`config.mk`:
```
export PLATFORM = sky130hd
export DESIGN_NAME = hazard_ctrl
export DESIGN_NICKNAME = d
export VERILOG_FILES = /design/src/rtl/cpu_pkg.sv /design/src/rtl/sat_counter.sv /design/src/rtl/hazard_ctrl.sv
export SDC_FILE = /design/constraint.sdc
export NUM_CORES = 1
export LEC_CHECK = 0
export CAP_MARGIN = 5
export CORE_AREA = 2 2 105 107
export DETAILED_ROUTE_END_ITERATION = 8
export DIE_AREA = 0 0 107 109
export PLACE_DENSITY = 0.64
export SLEW_MARGIN = 20
export SYNTH_ARGS = -nofsm -noshare
export SYNTH_HDL_FRONTEND = slang
export SYNTH_SLANG_ARGS = --single-unit
```
`constraint.sdc`:
```
create_clock -name clk_i -period 5 [get_ports clk_i]
set_input_delay 0.75 -clock clk_i [delete_from_list [all_inputs] [get_ports clk_i]]
set_output_delay 0.75 -clock clk_i [all_outputs]
set_load 0.01 [all_outputs]
```
`src/rtl/cpu_pkg.sv`:
```
// Shared types for the pipeline sequencing controller.
//   hazard_state_e : controller states
//   pipe_ctrl_t    : the eight pipeline enable/flush/inhibit controls
//   CTRL_*         : control words for each pipeline situation
//   load_use()     : load-use hazard detection term
package cpu_pkg;

    typedef enum logic [2:0] {
        INIT       = 3'd0,
        RUN        = 3'd1,
        LOAD_STALL = 3'd2,
        BR_FLUSH   = 3'd3,
        MEM_WAIT   = 3'd4
    } hazard_state_e;

    typedef struct packed {
        logic pc_write;
        logic if_id_write;
        logic if_id_flush;
        logic id_ex_write;
        logic id_ex_flush;
        logic inhibit_control;
        logic ex_mem_write;
        logic mem_wb_bubble;
    } pipe_ctrl_t;

    // Held in reset/first cycle: nothing advances, decoder emits zero controls.
    localparam pipe_ctrl_t CTRL_INIT = '{pc_write: 1'b0, if_id_write: 1'b0, if_id_flush: 1'b0,
                                         id_ex_write: 1'b0, id_ex_flush: 1'b0, inhibit_control: 1'b1,
                                         ex_mem_write: 1'b0, mem_wb_bubble: 1'b1};
    // Normal flow: every stage advances.
    localparam pipe_ctrl_t CTRL_RUN = '{pc_write: 1'b1, if_id_write: 1'b1, if_id_flush: 1'b0,
                                        id_ex_write: 1'b1, id_ex_flush: 1'b0, inhibit_control: 1'b0,
                                        ex_mem_write: 1'b1, mem_wb_bubble: 1'b0};
    // Load-use: freeze PC and IF/ID, let a zero control word enter ID/EX.
    localparam pipe_ctrl_t CTRL_STALL = '{pc_write: 1'b0, if_id_write: 1'b0, if_id_flush: 1'b0,
                                          id_ex_write: 1'b1, id_ex_flush: 1'b0, inhibit_control: 1'b1,
                                          ex_mem_write: 1'b1, mem_wb_bubble: 1'b0};
    // Taken branch: fetch the target while squashing the wrong-path work.
    localparam pipe_ctrl_t CTRL_FLUSH = '{pc_write: 1'b1, if_id_write: 1'b1, if_id_flush: 1'b1,
                                          id_ex_write: 1'b1, id_ex_flush: 1'b1, inhibit_control: 1'b1,
                                          ex_mem_write: 1'b1, mem_wb_bubble: 1'b0};
    // Data memory busy: everything up to EX/MEM holds, WB sees a bubble.
    localparam pipe_ctrl_t CTRL_MWAIT = '{pc_write: 1'b0, if_id_write: 1'b0, if_id_flush: 1'b0,
                                          id_ex_write: 1'b0, id_ex_flush: 1'b0, inhibit_control: 1'b0,
                                          ex_mem_write: 1'b0, mem_wb_bubble: 1'b1};

    // A load in EX whose destination (not x0) is read by the instruction in ID.
    function automatic logic load_use(input logic       ex_mem_read,
                                      input logic [4:0] ex_rd,
                                      input logic [4:0] id_rs1,
                                      input logic [4:0] id_rs2,
                                      input logic       id_uses_rs2);
        return ex_mem_read && (ex_rd != 5'd0) &&
               ((ex_rd == id_rs1) || (id_uses_rs2 && (ex_rd == id_rs2)));
    endfunction

endpackage

```
`src/rtl/sat_counter.sv`:
```
// Saturating up-counter: increments on each clock with inc_i=1, sticks at all-ones.
// Ports: clk_i, rst_ni (async active-low clear), inc_i, count_o[W-1:0].
module sat_counter #(
    parameter int W = 32
) (
    input  logic         clk_i,
    input  logic         rst_ni,
    input  logic         inc_i,
    output logic [W-1:0] count_o
);

    logic [W-1:0] count_q, count_d;

    // Next count: step by one unless already saturated.
    always_comb begin
        count_d = count_q;
        if (inc_i && (count_q != {W{1'b1}})) begin
            count_d = count_q + W'(1);
        end else begin
            count_d = count_q;
        end
    end

    // Count register.
    always_ff @(posedge clk_i or negedge rst_ni) begin
        if (!rst_ni) begin
            count_q <= '0;
        end else begin
            count_q <= count_d;
        end
    end

    assign count_o = count_q;

endmodule

```
`src/rtl/hazard_ctrl.sv`:
```
// Pipeline sequencing controller for the 5-stage RISC-V core.
// Inputs : ID source registers, EX destination/load flag, EX branch resolution,
//          MEM-stage data-memory request/ready handshake.
// Outputs: pipeline register write/flush controls, decoder inhibit, sticky
//          memory-timeout flag, saturating stall-cycle and flush-event counters.
module hazard_ctrl
    import cpu_pkg::*;
#(
    parameter int FLUSH_CYCLES = 1,
    parameter int MEM_TIMEOUT  = 256,
    parameter int CNT_W        = 32
) (
    input  logic             clk_i,
    input  logic             rst_ni,
    input  logic [4:0]       id_rs1_i,
    input  logic [4:0]       id_rs2_i,
    input  logic             id_uses_rs2_i,
    input  logic [4:0]       ex_rd_i,
    input  logic             ex_mem_read_i,
    input  logic             branch_taken_i,
    input  logic             dmem_req_i,
    input  logic             dmem_ready_i,
    output logic             pc_write_o,
    output logic             if_id_write_o,
    output logic             if_id_flush_o,
    output logic             id_ex_write_o,
    output logic             id_ex_flush_o,
    output logic             inhibit_control_o,
    output logic             ex_mem_write_o,
    output logic             mem_wb_bubble_o,
    output logic             mem_timeout_o,
    output logic [CNT_W-1:0] stall_cycles_o,
    output logic [CNT_W-1:0] flush_events_o
);

    localparam int FC_W = (FLUSH_CYCLES > 1) ? $clog2(FLUSH_CYCLES) : 1;
    localparam int WT_W = (MEM_TIMEOUT > 0) ? $clog2(MEM_TIMEOUT + 1) : 1;
    localparam logic [FC_W-1:0] FC_RELOAD = FC_W'(FLUSH_CYCLES - 1);
    localparam logic [WT_W-1:0] WT_LIMIT  = WT_W'(MEM_TIMEOUT);

    hazard_state_e   state_q, state_d, eff_state_s;
    logic [FC_W-1:0] flush_cnt_q, flush_cnt_d;
    logic [WT_W-1:0] wait_cnt_q, wait_cnt_d;
    logic            timeout_q, timeout_d;
    pipe_ctrl_t      ctrl_s;
    logic            lu_s, mw_s, stall_inc_s, flush_inc_s;

    assign lu_s = load_use(ex_mem_read_i, ex_rd_i, id_rs1_i, id_rs2_i, id_uses_rs2_i);
    assign mw_s = dmem_req_i & ~dmem_ready_i;

    // When a memory wait ends, resume whatever it interrupted: an unfinished
    // branch flush (frozen countdown still nonzero) or normal running.
    always_comb begin
        if (state_q == MEM_WAIT) begin
            eff_state_s = (flush_cnt_q != '0) ? BR_FLUSH : RUN;
        end else begin
            eff_state_s = state_q;
        end
    end

    // Next state, flush countdown and pipeline controls; priority mw > branch > lu.
    always_comb begin
        state_d     = state_q;
        flush_cnt_d = flush_cnt_q;
        ctrl_s      = CTRL_RUN;
        flush_inc_s = 1'b0;
        if (state_q == INIT) begin
            ctrl_s  = CTRL_INIT;
            state_d = RUN;
        end else if (mw_s) begin
            // Countdown is left untouched so a flush in progress resumes later.
            ctrl_s  = CTRL_MWAIT;
            state_d = MEM_WAIT;
        end else if (branch_taken_i) begin
            ctrl_s      = CTRL_FLUSH;
            flush_inc_s = 1'b1;
            flush_cnt_d = FC_RELOAD;
            state_d     = (FLUSH_CYCLES > 1) ? BR_FLUSH : RUN;
        end else begin
            case (eff_state_s)
                BR_FLUSH: begin
                    ctrl_s = CTRL_FLUSH;
                    if (flush_cnt_q > FC_W'(1)) begin
                        flush_cnt_d = flush_cnt_q - FC_W'(1);
                        state_d     = BR_FLUSH;
                    end else begin
                        flush_cnt_d = '0;
                        state_d     = RUN;
                    end
                end
                RUN: begin
                    if (lu_s) begin
                        ctrl_s  = CTRL_STALL;
                        state_d = LOAD_STALL;
                    end else begin
                        ctrl_s  = CTRL_RUN;
                        state_d = RUN;
                    end
                end
                // LOAD_STALL: the bubble is already in EX, so a repeated lu is ignored.
                default: begin
                    ctrl_s  = CTRL_RUN;
                    state_d = RUN;
                end
            endcase
        end
    end

    // Memory-wait cycle counter and sticky timeout flag.
    always_comb begin
        wait_cnt_d = '0;
        timeout_d  = timeout_q;
        if ((state_q == MEM_WAIT) && mw_s) begin
            if (wait_cnt_q != WT_LIMIT) begin
                wait_cnt_d = wait_cnt_q + WT_W'(1);
            end else begin
                wait_cnt_d = wait_cnt_q;
            end
            if ((MEM_TIMEOUT != 0) && ((wait_cnt_q + WT_W'(1)) == WT_LIMIT)) begin
                timeout_d = 1'b1;
            end else begin
                timeout_d = timeout_q;
            end
        end else begin
            wait_cnt_d = '0;
        end
    end

    // Controller state registers.
    always_ff @(posedge clk_i or negedge rst_ni) begin
        if (!rst_ni) begin
            state_q     <= INIT;
            flush_cnt_q <= '0;
            wait_cnt_q  <= '0;
            timeout_q   <= 1'b0;
        end else begin
            state_q     <= state_d;
            flush_cnt_q <= flush_cnt_d;
            wait_cnt_q  <= wait_cnt_d;
            timeout_q   <= timeout_d;
        end
    end

    assign stall_inc_s = (state_q != INIT) & ~ctrl_s.pc_write;

    sat_counter #(.W(CNT_W)) u_stall_cnt (
        .clk_i   (clk_i),
        .rst_ni  (rst_ni),
        .inc_i   (stall_inc_s),
        .count_o (stall_cycles_o)
    );

    sat_counter #(.W(CNT_W)) u_flush_cnt (
        .clk_i   (clk_i),
        .rst_ni  (rst_ni),
        .inc_i   (flush_inc_s),
        .count_o (flush_events_o)
    );

    assign pc_write_o        = ctrl_s.pc_write;
    assign if_id_write_o     = ctrl_s.if_id_write;
    assign if_id_flush_o     = ctrl_s.if_id_flush;
    assign id_ex_write_o     = ctrl_s.id_ex_write;
    assign id_ex_flush_o     = ctrl_s.id_ex_flush;
    assign inhibit_control_o = ctrl_s.inhibit_control;
    assign ex_mem_write_o    = ctrl_s.ex_mem_write;
    assign mem_wb_bubble_o   = ctrl_s.mem_wb_bubble;
    assign mem_timeout_o     = timeout_q;

endmodule

```
==> impl_metrics.yaml <==
power:
  cellLeakagePower_nw: 2.24
  power_per_cell_area_mw_per_mm2: 286
  worst_vdd_rail_ir_drop_mv: 0.151
synth:
  avgSynthCellArea_um2: 10.5
  post_synth_instance_area_mm2: 0.00408
  syn-num-nets: 415
  synth_enable_flop_cells: 0
  yosys.cell_count.top_type: "dfrtp_1"
  cell_count_after_synthesis: 388
  post_synth_most_frequent_cells: "77 x dfrtp_1, 50 x xor2_1, 34 x nor2_1, 30 x nand2_1"
  synth_top_area_share_pct: 47.2
  synth.ff_latch_count: 77
  yosys_most_used_dff: "dfrtp_1"
  share_of_synthesized_flip_flops_with_an_asynchronous_set_or_reset_pct: 100
  ys.warnings.count: 0
  yosys-top-cells-area: "dfrtp_1 47%, xor2_1 11%, xnor2_1 6.2%, nand3_1 3.6%, nor2_1 3.1%"
  synth.distinct_cells: 44
  ys_seq_area_share_pct: 47.2
  synth_top_area_cell: "dfrtp_1"
place:
  place_hpwl_um: 6120
  placement.setup.worst_slack_ns: 1.22
  numPortBuffers: 94
  gp_routability_congestion: 0.805
  postPlaceCellArea_mm2: 0.00511
  dp_cells: 609
grt:
  grt_max_degree: 78
  grt.total_usage_pct: 15.4
  number_of_global_route_vias_before_repair: 3033
  gr-total-overflow: 0
  antenna_found_initial: 0
  global_route_wire_length_before_repair_um: 14400
timing:
  setup_tns_ns: 0
  peak_freq_ghz: 0.266
  grt_setup_unrepaired: "false"
  maxSlewHeadroom_pct: 35.3
  finalCritPeriodShare_pct: 75.1
  setup_violations: 0
  timing_worst_slew_pin_value_ns: 0.970
  final-hold-violation-count: 0
  maxSlewViolCount: 0
  timing.clock.skew_ns: 0.0124
  setup_ws_ns: 1.24
  layout_min_cycle_time_ns: 3.76
routing:
  drt-total-wl_um: 8540
  post_drt_wl_per_cell_um: 13.7
  total_number_of_vias: 3137
  drc: 0
  via_per_inst: 5.02
  detail_route.first_pass.iterations: 4
  ant_nets: 0
  first_iter_violations: 92
worst_setup_path:
  cp-start-kind: "input pin"
  critical_path_peak_fanout: 3
  timing.critical_path.slowest_cell_delay_ns: 0.58
  cp_data_arrival_time_ns: 3.01
  worst_path_dominant_cell_family: "buffers and inverters"
  critical-path-slowest-cell: "clkdlybuf4s50_1"
  crit_chain: "clkdlybuf4s50_1 -> or4_1 -> o2111ai_1 -> or2_2 -> nor2_1 -> nor2_1 -> clkdlybuf4s50_1"
  worstPathRequired_ns: 4.25
  cp-end-kind: "primary output"
  cp_num_buf_inv: 2
  setup.worst_path.class: "input pin to primary output"
clocking:
  clk_pin_slew_worst_paths_ns: 0.08
  clockRootBuffer: "clkbuf_8"
  cts_resized: 0
  cts.htree.levels: 3
  hold_buffer_count_at_cts: 0
  cts_tree: "yes"
  numCtsBuffers: 9
  clk-insertion-delay-late_ns: 0.34
  cts.sink_count: 77
  setup_fix_buffers_added_after_clock_tree_synthesis: 0
  clk_path_buf_depth: 2
status:
  run_status: "complete, no violations"
flow_run:
  cap_violations: 0
floorplan:
  num_rows: 38
  die_width_um: 107
  core_area_mm2: 0.0106
  dieArea_mm2: 0.0117
  die_h_um: 109
  start_util_pct: 38.5
  design.portCount: 95
layout:
  post_route_cells_drive_above_1_share_pct: 8.04
  finalNetCount: 507
  layoutNonFillerInstCount: 625
  area_growth_syn_to_layout_pct: 30.0
  design_area_mm2: 0.00531
  count_of_inserted_antenna_diode_cells: 0
min_path:
  min-delay-path-class: "flip-flop to flip-flop"
==> worst register-to-register path, delay by kind of cell, from the launching register on <==
family / cells / cell delay [ns]
buffers and inverters: 1 / 0.36
DFF: 1 / 0.44
and+or+nand+nor: 5 / 1.31
muxes: 1 / 0.29
==> metrics by stage <==
step           total power, W  util (%)  hold WS, ns
2_1_floorplan        0.000888         -        0.454
3_3_place_gp          0.00106      48.2        0.470
3_5_place_dp          0.00106      48.2        0.471
4_1_cts               0.00154      50.1        0.489
5_1_grt               0.00161      50.1        0.503
6_report              0.00152      50.1        0.476
==> state kept, by name, summed over array words and instances (netlist names) <==
name / cells
mem_timeout_o: 1
state_q: 3
u_flush_cnt.count_o: 32
u_stall_cnt.count_o: 32
wait_cnt_q: 9
==> worst paths after layout <==
check                                        start  cells past startpoint                      to  slack [ns]
min in group asynchronous                   rst_ni                      1           wait_cnt_q[7]        0.56
max in group asynchronous                   rst_ni                      1  u_stall_cnt.count_o[8]        3.80
hold reg to reg                      mem_timeout_o                      1           mem_timeout_o        0.48
setup / recovery                        ex_rd_i[1]                      7           if_id_write_o        1.24
hold / removal                       mem_timeout_o                      1           mem_timeout_o        0.48
setup reg to reg           u_stall_cnt.count_o[20]                      7  u_stall_cnt.count_o[1]        2.49
==> cell families (layout without fill, tap and decap cells) <==
logic type | after synthesis | in the layout | share of synthesized area (%)
AO/OA/AOI/OAI | 14 | 14 | 2.88
XOR/XNOR | 79 | 79 | 16.9
adder cells (fa/ha/maj) | 5 | 5 | 1.53
buffers and inverters | 20 | 117 | 2.88
flip-flops | 77 | 77 | 47.2
multiplexers | 3 | 3 | 0.827
AND/OR/NAND/NOR | 190 | 190 | 27.8
==> power by group <==
part	switching [W]	total, W	internal, W
logic	0.000120	0.000291	0.000171
registers	0.0000761	0.000755	0.000678
clock network	0.000227	0.000473	0.000246
total	0.000423	0.00152	0.00110
==> layout make-up <==
| type | count | area, µm² |
|---|---|---|
| fillers | 987 | 5290 |
| multi-input cells | 291 | 2040 |
| flip-flops and latches | 77 | 1930 |
| repair buffers | 95 | 946 |
| well taps | 140 | 175 |
| clock buffers | 11 | 141 |
| clock inverters | 5 | 58.8 |
| inverters | 6 | 22.5 |
==> cell usage in the layout, fill, tap and decap left out, drive strengths merged <==
cell and n:
nand4 20, ha 5, nand3b 2, a41o 1, clkinvlp 2, o32a 1
and2 3, nor4 10, clkdlybuf4s50 93, nor3b 1, and4b 1, nand2 30
o21a 1, nand3 29, o211ai 1, o32ai 1, nor2 35, mux2 3
clkinv 1, and4 7, o21ba 1, and3 16, o41ai 1, nor3 25
buf 2, bufinv 1, a32oi 1, nor4b 5, o2111ai 1, nand2b 2
clkbuf 11, xor2 50, o21ai 1, inv 7, or2 3, xnor2 29
a21oi 4, dfrtp 77, or4 1
==> layer usage <==
metal,track usage (%),wire length (µm),part of all wire (%),vias up
met3,4.24,341,4.0,9
met4,3.90,81,0.95,0
met2,25.5,4130,48,55
met1,20.1,3980,47,1528
met5,0,0,0,-
li1,-,-,-,1545
Note: power is estimated with default switching activity, not from simulation.
